===== config.mk =====
export PLATFORM = sky130hd
export DESIGN_NAME = sync_fifo_param_flat
export DESIGN_NICKNAME = d
export VERILOG_FILES = /design/src/rtl/sync_fifo_param_if.sv /design/src/rtl/sync_fifo_param.sv /design/src/flat_wrapper.sv
export SDC_FILE = /design/constraint.sdc
export NUM_CORES = 1
export LEC_CHECK = 0
export BUFFER_PORTS_ARGS = -buffer_cell sky130_fd_sc_hd__buf_4
export CELL_PAD_IN_SITES_DETAIL_PLACEMENT = 0
export CELL_PAD_IN_SITES_GLOBAL_PLACEMENT = 1
export CORE_MARGIN = 3
export CORE_UTILIZATION = 55
export CTS_CLUSTER_SIZE = 40
export DETAILED_ROUTE_END_ITERATION = 8
export PLACE_DENSITY = 0.83
export REMOVE_ABC_BUFFERS = 1
export SETUP_SLACK_MARGIN = 0.05
export SLEW_MARGIN = 20
export SYNTH_ARGS = -nofsm -noshare
export SYNTH_HDL_FRONTEND = slang
export SYNTH_SLANG_ARGS = --single-unit

===== constraint.sdc =====
create_clock -name clk -period 4.85 [get_ports clk]
set_input_delay 1.2125 -clock clk [delete_from_list [all_inputs] [get_ports clk]]
set_output_delay 1.2125 -clock clk [all_outputs]
set_load 0.005 [all_outputs]

===== src/rtl/sync_fifo_param_if.sv =====
// Handshake/data bundle for sync_fifo_param: the master drives the write/read requests,
// and the FIFO (slave) returns data, occupancy and status flags.
interface sync_fifo_param_if #(
    parameter int WIDTH = 8,
    parameter int DEPTH = 16
);
    localparam int CW = $clog2(DEPTH) + 1;

    logic             flush;
    logic             wr;
    logic [WIDTH-1:0] din;
    logic             rd;
    logic [WIDTH-1:0] dout;
    logic             full;
    logic             empty;
    logic             almost_full;
    logic             almost_empty;
    logic [CW-1:0]    count;
    logic             overflow;
    logic             underflow;

    modport master (
        output flush, wr, din, rd,
        input  dout, full, empty, almost_full, almost_empty, count, overflow, underflow
    );

    modport slave (
        input  flush, wr, din, rd,
        output dout, full, empty, almost_full, almost_empty, count, overflow, underflow
    );
endinterface


===== src/rtl/sync_fifo_param.sv =====
// Parametrised single-clock FIFO for UART TX/RX byte buffering: simultaneous read/write,
// registered or first-word-fall-through output, occupancy count, threshold and sticky error flags.
module sync_fifo_param #(
    parameter int WIDTH    = 8,
    parameter int DEPTH    = 16,
    parameter int FWFT     = 0,
    parameter int AF_LEVEL = 12,
    parameter int AE_LEVEL = 2
) (
    input  logic                clk,
    input  logic                rst,
    sync_fifo_param_if.slave    bus
);
    localparam int AW = $clog2(DEPTH);
    localparam int CW = AW + 1;

    logic [WIDTH-1:0] mem [DEPTH];

    logic [AW-1:0] raddr_reg;
    logic [AW-1:0] raddr_next;
    logic [AW-1:0] waddr_reg;
    logic [AW-1:0] waddr_next;
    logic [CW-1:0] count_reg;
    logic [CW-1:0] count_next;
    logic          overflow_reg;
    logic          overflow_next;
    logic          underflow_reg;
    logic          underflow_next;

    logic empty;
    logic full;
    logic rd_ok;
    logic wr_ok;

    // Flags are pure functions of the occupancy register, so they move in the same cycle as count.
    assign empty = (count_reg == '0);
    assign full  = (count_reg == CW'(DEPTH));

    // A write into a full FIFO is still accepted when a read frees the head slot in the same cycle.
    assign rd_ok = bus.rd & ~empty;
    assign wr_ok = bus.wr & (~full | rd_ok);

    always_comb begin
        raddr_next     = raddr_reg;
        waddr_next     = waddr_reg;
        count_next     = count_reg;
        overflow_next  = overflow_reg;
        underflow_next = underflow_reg;
        if (bus.flush) begin
            raddr_next     = '0;
            waddr_next     = '0;
            count_next     = '0;
            overflow_next  = 1'b0;
            underflow_next = 1'b0;
        end else begin
            if (rd_ok) begin
                raddr_next = raddr_reg + 1'b1;
            end
            if (wr_ok) begin
                waddr_next = waddr_reg + 1'b1;
            end
            case ({wr_ok, rd_ok})
                2'b10:   count_next = count_reg + 1'b1;
                2'b01:   count_next = count_reg - 1'b1;
                default: count_next = count_reg;
            endcase
            if (bus.wr && !wr_ok) begin
                overflow_next = 1'b1;
            end
            if (bus.rd && empty) begin
                underflow_next = 1'b1;
            end
        end
    end

    always_ff @(posedge clk or posedge rst) begin
        if (rst) begin
            raddr_reg     <= '0;
            waddr_reg     <= '0;
            count_reg     <= '0;
            overflow_reg  <= 1'b0;
            underflow_reg <= 1'b0;
        end else begin
            raddr_reg     <= raddr_next;
            waddr_reg     <= waddr_next;
            count_reg     <= count_next;
            overflow_reg  <= overflow_next;
            underflow_reg <= underflow_next;
        end
    end

    // Storage carries no reset so it can map onto RAM resources.
    always_ff @(posedge clk) begin
        if (wr_ok && !bus.flush) begin
            mem[waddr_reg] <= bus.din;
        end
    end

    generate
        if (FWFT != 0) begin : g_fwft
            assign bus.dout = mem[raddr_reg];
        end else begin : g_registered
            logic [WIDTH-1:0] dout_reg;

            always_ff @(posedge clk or posedge rst) begin
                if (rst) begin
                    dout_reg <= '0;
                end else if (rd_ok && !bus.flush) begin
                    dout_reg <= mem[raddr_reg];
                end
            end

            assign bus.dout = dout_reg;
        end
    endgenerate

    assign bus.full         = full;
    assign bus.empty        = empty;
    assign bus.almost_full  = (count_reg >= CW'(AF_LEVEL));
    assign bus.almost_empty = (count_reg <= CW'(AE_LEVEL));
    assign bus.count        = count_reg;
    assign bus.overflow     = overflow_reg;
    assign bus.underflow    = underflow_reg;
endmodule

===== src/flat_wrapper.sv =====
// flat-port wrapper written by rule: the top's interface ports become plain ports
module sync_fifo_param_flat 
#(
    parameter int WIDTH    = 8,
    parameter int DEPTH    = 16,
    parameter int FWFT     = 0,
    parameter int AF_LEVEL = 12,
    parameter int AE_LEVEL = 2
)
  (clk, rst, bus_flush, bus_wr, bus_din, bus_rd, bus_dout, bus_full, bus_empty, bus_almost_full, bus_almost_empty, bus_count, bus_overflow, bus_underflow);
  sync_fifo_param_if #(.WIDTH(WIDTH), .DEPTH(DEPTH)) bus_i ();
  input  logic clk;
  input  logic rst;
  input wire logic [$bits(bus_i.flush)-1:0] bus_flush;
  input wire logic [$bits(bus_i.wr)-1:0] bus_wr;
  input wire logic [$bits(bus_i.din)-1:0] bus_din;
  input wire logic [$bits(bus_i.rd)-1:0] bus_rd;
  output wire logic [$bits(bus_i.dout)-1:0] bus_dout;
  output wire logic [$bits(bus_i.full)-1:0] bus_full;
  output wire logic [$bits(bus_i.empty)-1:0] bus_empty;
  output wire logic [$bits(bus_i.almost_full)-1:0] bus_almost_full;
  output wire logic [$bits(bus_i.almost_empty)-1:0] bus_almost_empty;
  output wire logic [$bits(bus_i.count)-1:0] bus_count;
  output wire logic [$bits(bus_i.overflow)-1:0] bus_overflow;
  output wire logic [$bits(bus_i.underflow)-1:0] bus_underflow;
  assign bus_i.flush = bus_flush;
  assign bus_i.wr = bus_wr;
  assign bus_i.din = bus_din;
  assign bus_i.rd = bus_rd;
  assign bus_dout = bus_i.dout;
  assign bus_full = bus_i.full;
  assign bus_empty = bus_i.empty;
  assign bus_almost_full = bus_i.almost_full;
  assign bus_almost_empty = bus_i.almost_empty;
  assign bus_count = bus_i.count;
  assign bus_overflow = bus_i.overflow;
  assign bus_underflow = bus_i.underflow;
  sync_fifo_param #(.WIDTH(WIDTH), .DEPTH(DEPTH), .FWFT(FWFT), .AF_LEVEL(AF_LEVEL), .AE_LEVEL(AE_LEVEL)) u_core (.clk(clk), .rst(rst), .bus(bus_i));
endmodule

==> qor.yml <==
timing:
  period_share_pct: 61.9
  worstMarginPinSlew_ns: 1.13
  fmax_mhz: 333
  min_period_ns: 3.00
  fin_setup_tns_ns: 0
  skew_ns: 0.00493
  finalHoldViolations: 0
  setup_violations: 0
  rsz0062_at_grt: "no"
  setup_ws_ns: 1.85
  maxSlewViolCount: 0
  relSlewSlack_pct: 24.9
power:
  p_switching_mw: 0.891
  combPwrFrac_pct: 18.0
  power.clock.fraction_pct: 37.5
  seqPwrFrac_pct: 44.4
  p_int_mw: 2.61
  peakVddDrop_v: 0.000296
  power_leakage_nw: 2.46
  swShare_pct: 25.5
  p_per_area_nw_per_um2: 486
routing:
  dr_total_vias: 3199
  drtIter0Drc: 204
  wirelength_um: 11800
  wl_per_cell_um: 22.1
  drt-vias-per-instance: 5.97
  drc_errors: 0
  drtPass1Iterations: 5
  ant_nets: 0
setup_path:
  reg2reg_depth: 9
  r2r_setup_slack_ns: 1.85
  timing_worst_setup_path_type: "reg -> reg"
  cp-end-kind: "flop"
  cp.arrival_ns: 3.33
  cp.required_ns: 5.18
  reg2reg_to: "u_core.bus.count[4]"
  rr_startpoint: "u_core.bus.count[0]"
  cp_max_fo: 11
  start_kind: "flop"
synthesis:
  synth_warnings: 0
  synth_common_cells: "128 x edfxtp_1, 32 x mux4_2, 23 x dfrtp_1"
  synth_area_um2: 6250
  synthDistinctLibCells: 41
  synth_area_leaders: "edfxtp_1 61%, mux4_2 12%, dfrtp_1 9.2%, mux2i_1 3.4%, ha_1 1.6%"
  avgSynthCellArea_um2: 18.0
  synth_edf_count: 128
  synth_most_common_cell: "edfxtp_1"
  yosys.area.top_type: "edfxtp_1"
  synth_top_area_share_pct: 61.5
  ys_ff_latch: 151
  synth_top_flop_cell: "edfxtp_1"
  netlist_instances: 348
  ys_seq_area_share_pct: 70.7
  ys_async_sr_fraction_pct: 15.2
die:
  die_area_um2: 12700
  die_y_um: 113
  io_pins: 32
  die_w_um: 113
  core-area_um2: 11000
  floorplan.initialDensity_pct: 56.9
  rows: 38
final_layout:
  largest_reg_flops: 128
  num-nets-final: 405
  n_antenna_cell: 0
  finalNonFillerCells: 536
  final_layout_size_suffix_gt1_share_pct: 27.0
  areaGrowthSynthToFinish_pct: 15.1
global_routing:
  grt_pass1_wl_um: 19200
  grt_usage_pct: 20.6
  antenna_found_initial: 0
  grt_max_degree: 36
  grt_pass1_vias: 3309
  grt_overflow: 0
cts:
  h-tree-depth: 4
  cts-resized-gates: 0
  post_cts_buffers: 0
  clk_latency_ns: 0.41
  cts.sinks: 151
  root_buffer: "clkbuf_16"
  cts_tree: "done"
  numCtsBuffers: 17
  cts_hold_buf: 0
  clock_path_buffers: 2
  cts.clk_slew.worst_paths_ns: 0.06
placement:
  dpl.cell_count: 504
  portBuffers: 31
  dp_slack_ns: 1.49
  gp_congestion: 0.778
  dp_hpwl_um: 7430
min_path:
  worstHoldStart: "u_core.bus.dout[3]"
  holdPathEnd: "u_core.bus.dout[3]"
  hold_class: "reg -> reg"
  min_path_cells: 2
flow_run:
  drv_cap: 0
status:
  status: "finished, final reports clean"
## power groups by stage
stage / logic, mW / clock network (mW) / registers, mW
4_1_cts: 0.642 / 1.34 / 1.56
3_3_place_gp: 0.630 / 0 / 1.58
5_1_grt: 0.707 / 1.40 / 1.57
3_5_place_dp: 0.639 / 0 / 1.58
2_1_floorplan: 0.376 / 0 / 1.59
6_report: 0.630 / 1.31 / 1.56
## worst max-delay path: stages (launching register included)
cell and delay (ns):
dfrtp_1 0.45, or4_4 0.66, o21ai_1 0.32, or2_2 0.20, inv_1 0.07, ha_1 0.33, nand2b_1 0.07, a21oi_1 0.30
mux2_2 0.38, a31oi_1 0.14
## logic make-up (layout without fill, tap and decap cells)
| kind of cell | after synthesis | count (layout) | synth area share [%] |
|---|---|---|---|
| muxes | 56 | 56 | 15.7 |
| buffers and inverters | 31 | 79 | 2.14 |
| DFF | 151 | 151 | 70.7 |
| and+or+nand+nor | 65 | 65 | 5.28 |
| xor gates and xnor gates | 7 | 7 | 0.980 |
| AOI/OAI and AO/OA | 29 | 29 | 3.36 |
| adders and majority gates | 9 | 9 | 1.92 |
## final cells by class
| type | count | area [um^2] |
|---|---|---|
| inverters | 14 | 52.6 |
| repair buffers | 33 | 248 |
| flip-flops and latches | 151 | 4420 |
| clock buffers | 17 | 425 |
| well taps | 140 | 175 |
| fillers | 730 | 3780 |
| multi-input cells | 166 | 1700 |
| clock inverters | 15 | 179 |
## cells in the final DEF, fill, tap and decap left out, types with 8 or more instances in the layout
| cell | instances |
|---|---|
| mux2i_1 | 21 |
| nor2_1 | 22 |
| nand2_1 | 12 |
| clkbuf_16 | 17 |
| o221ai_1 | 8 |
| inv_1 | 14 |
| and2_1 | 12 |
| mux4_2 | 32 |
| edfxtp_1 | 128 |
| dfrtp_1 | 22 |
| buf_4 | 33 |
| ha_1 | 8 |
## routing by layer
metal  global-route usage (%)  share of wire (%)  vias up
met5                        0                  0        -
met4                     9.21                2.2        0
met3                     4.58                4.7       20
met2                     31.5                 50       74
met1                     29.0                 43     1668
li1                         -                  -     1437
## metrics by stage
step	power (mW)	util, %	hold WS (ns)	instance area, um^2
after floorplan	1.97	-	0.480	6170
after global placement	2.21	60.1	0.484	6600
after detailed placement	2.22	60.1	0.486	6600
after CTS	3.53	65.6	0.498	7200
after global routing	3.67	65.6	0.527	7200
final	3.50	65.6	0.490	7200
## worst max path at each step
stage / to / start / cells after the start
CTS: bus_full / u_core.bus.count[0] / 3
floorplan: u_core.bus.count[4] / bus_rd / 7
global placement: u_core.mem[4][3] / bus_rd / 5
finish: u_core.bus.count[4] / u_core.bus.count[0] / 9
detailed placement: u_core.mem[4][0] / bus_rd / 5
global route: u_core.bus.count[4] / u_core.bus.count[0] / 9
Note: power is estimated with default switching activity, not from simulation.
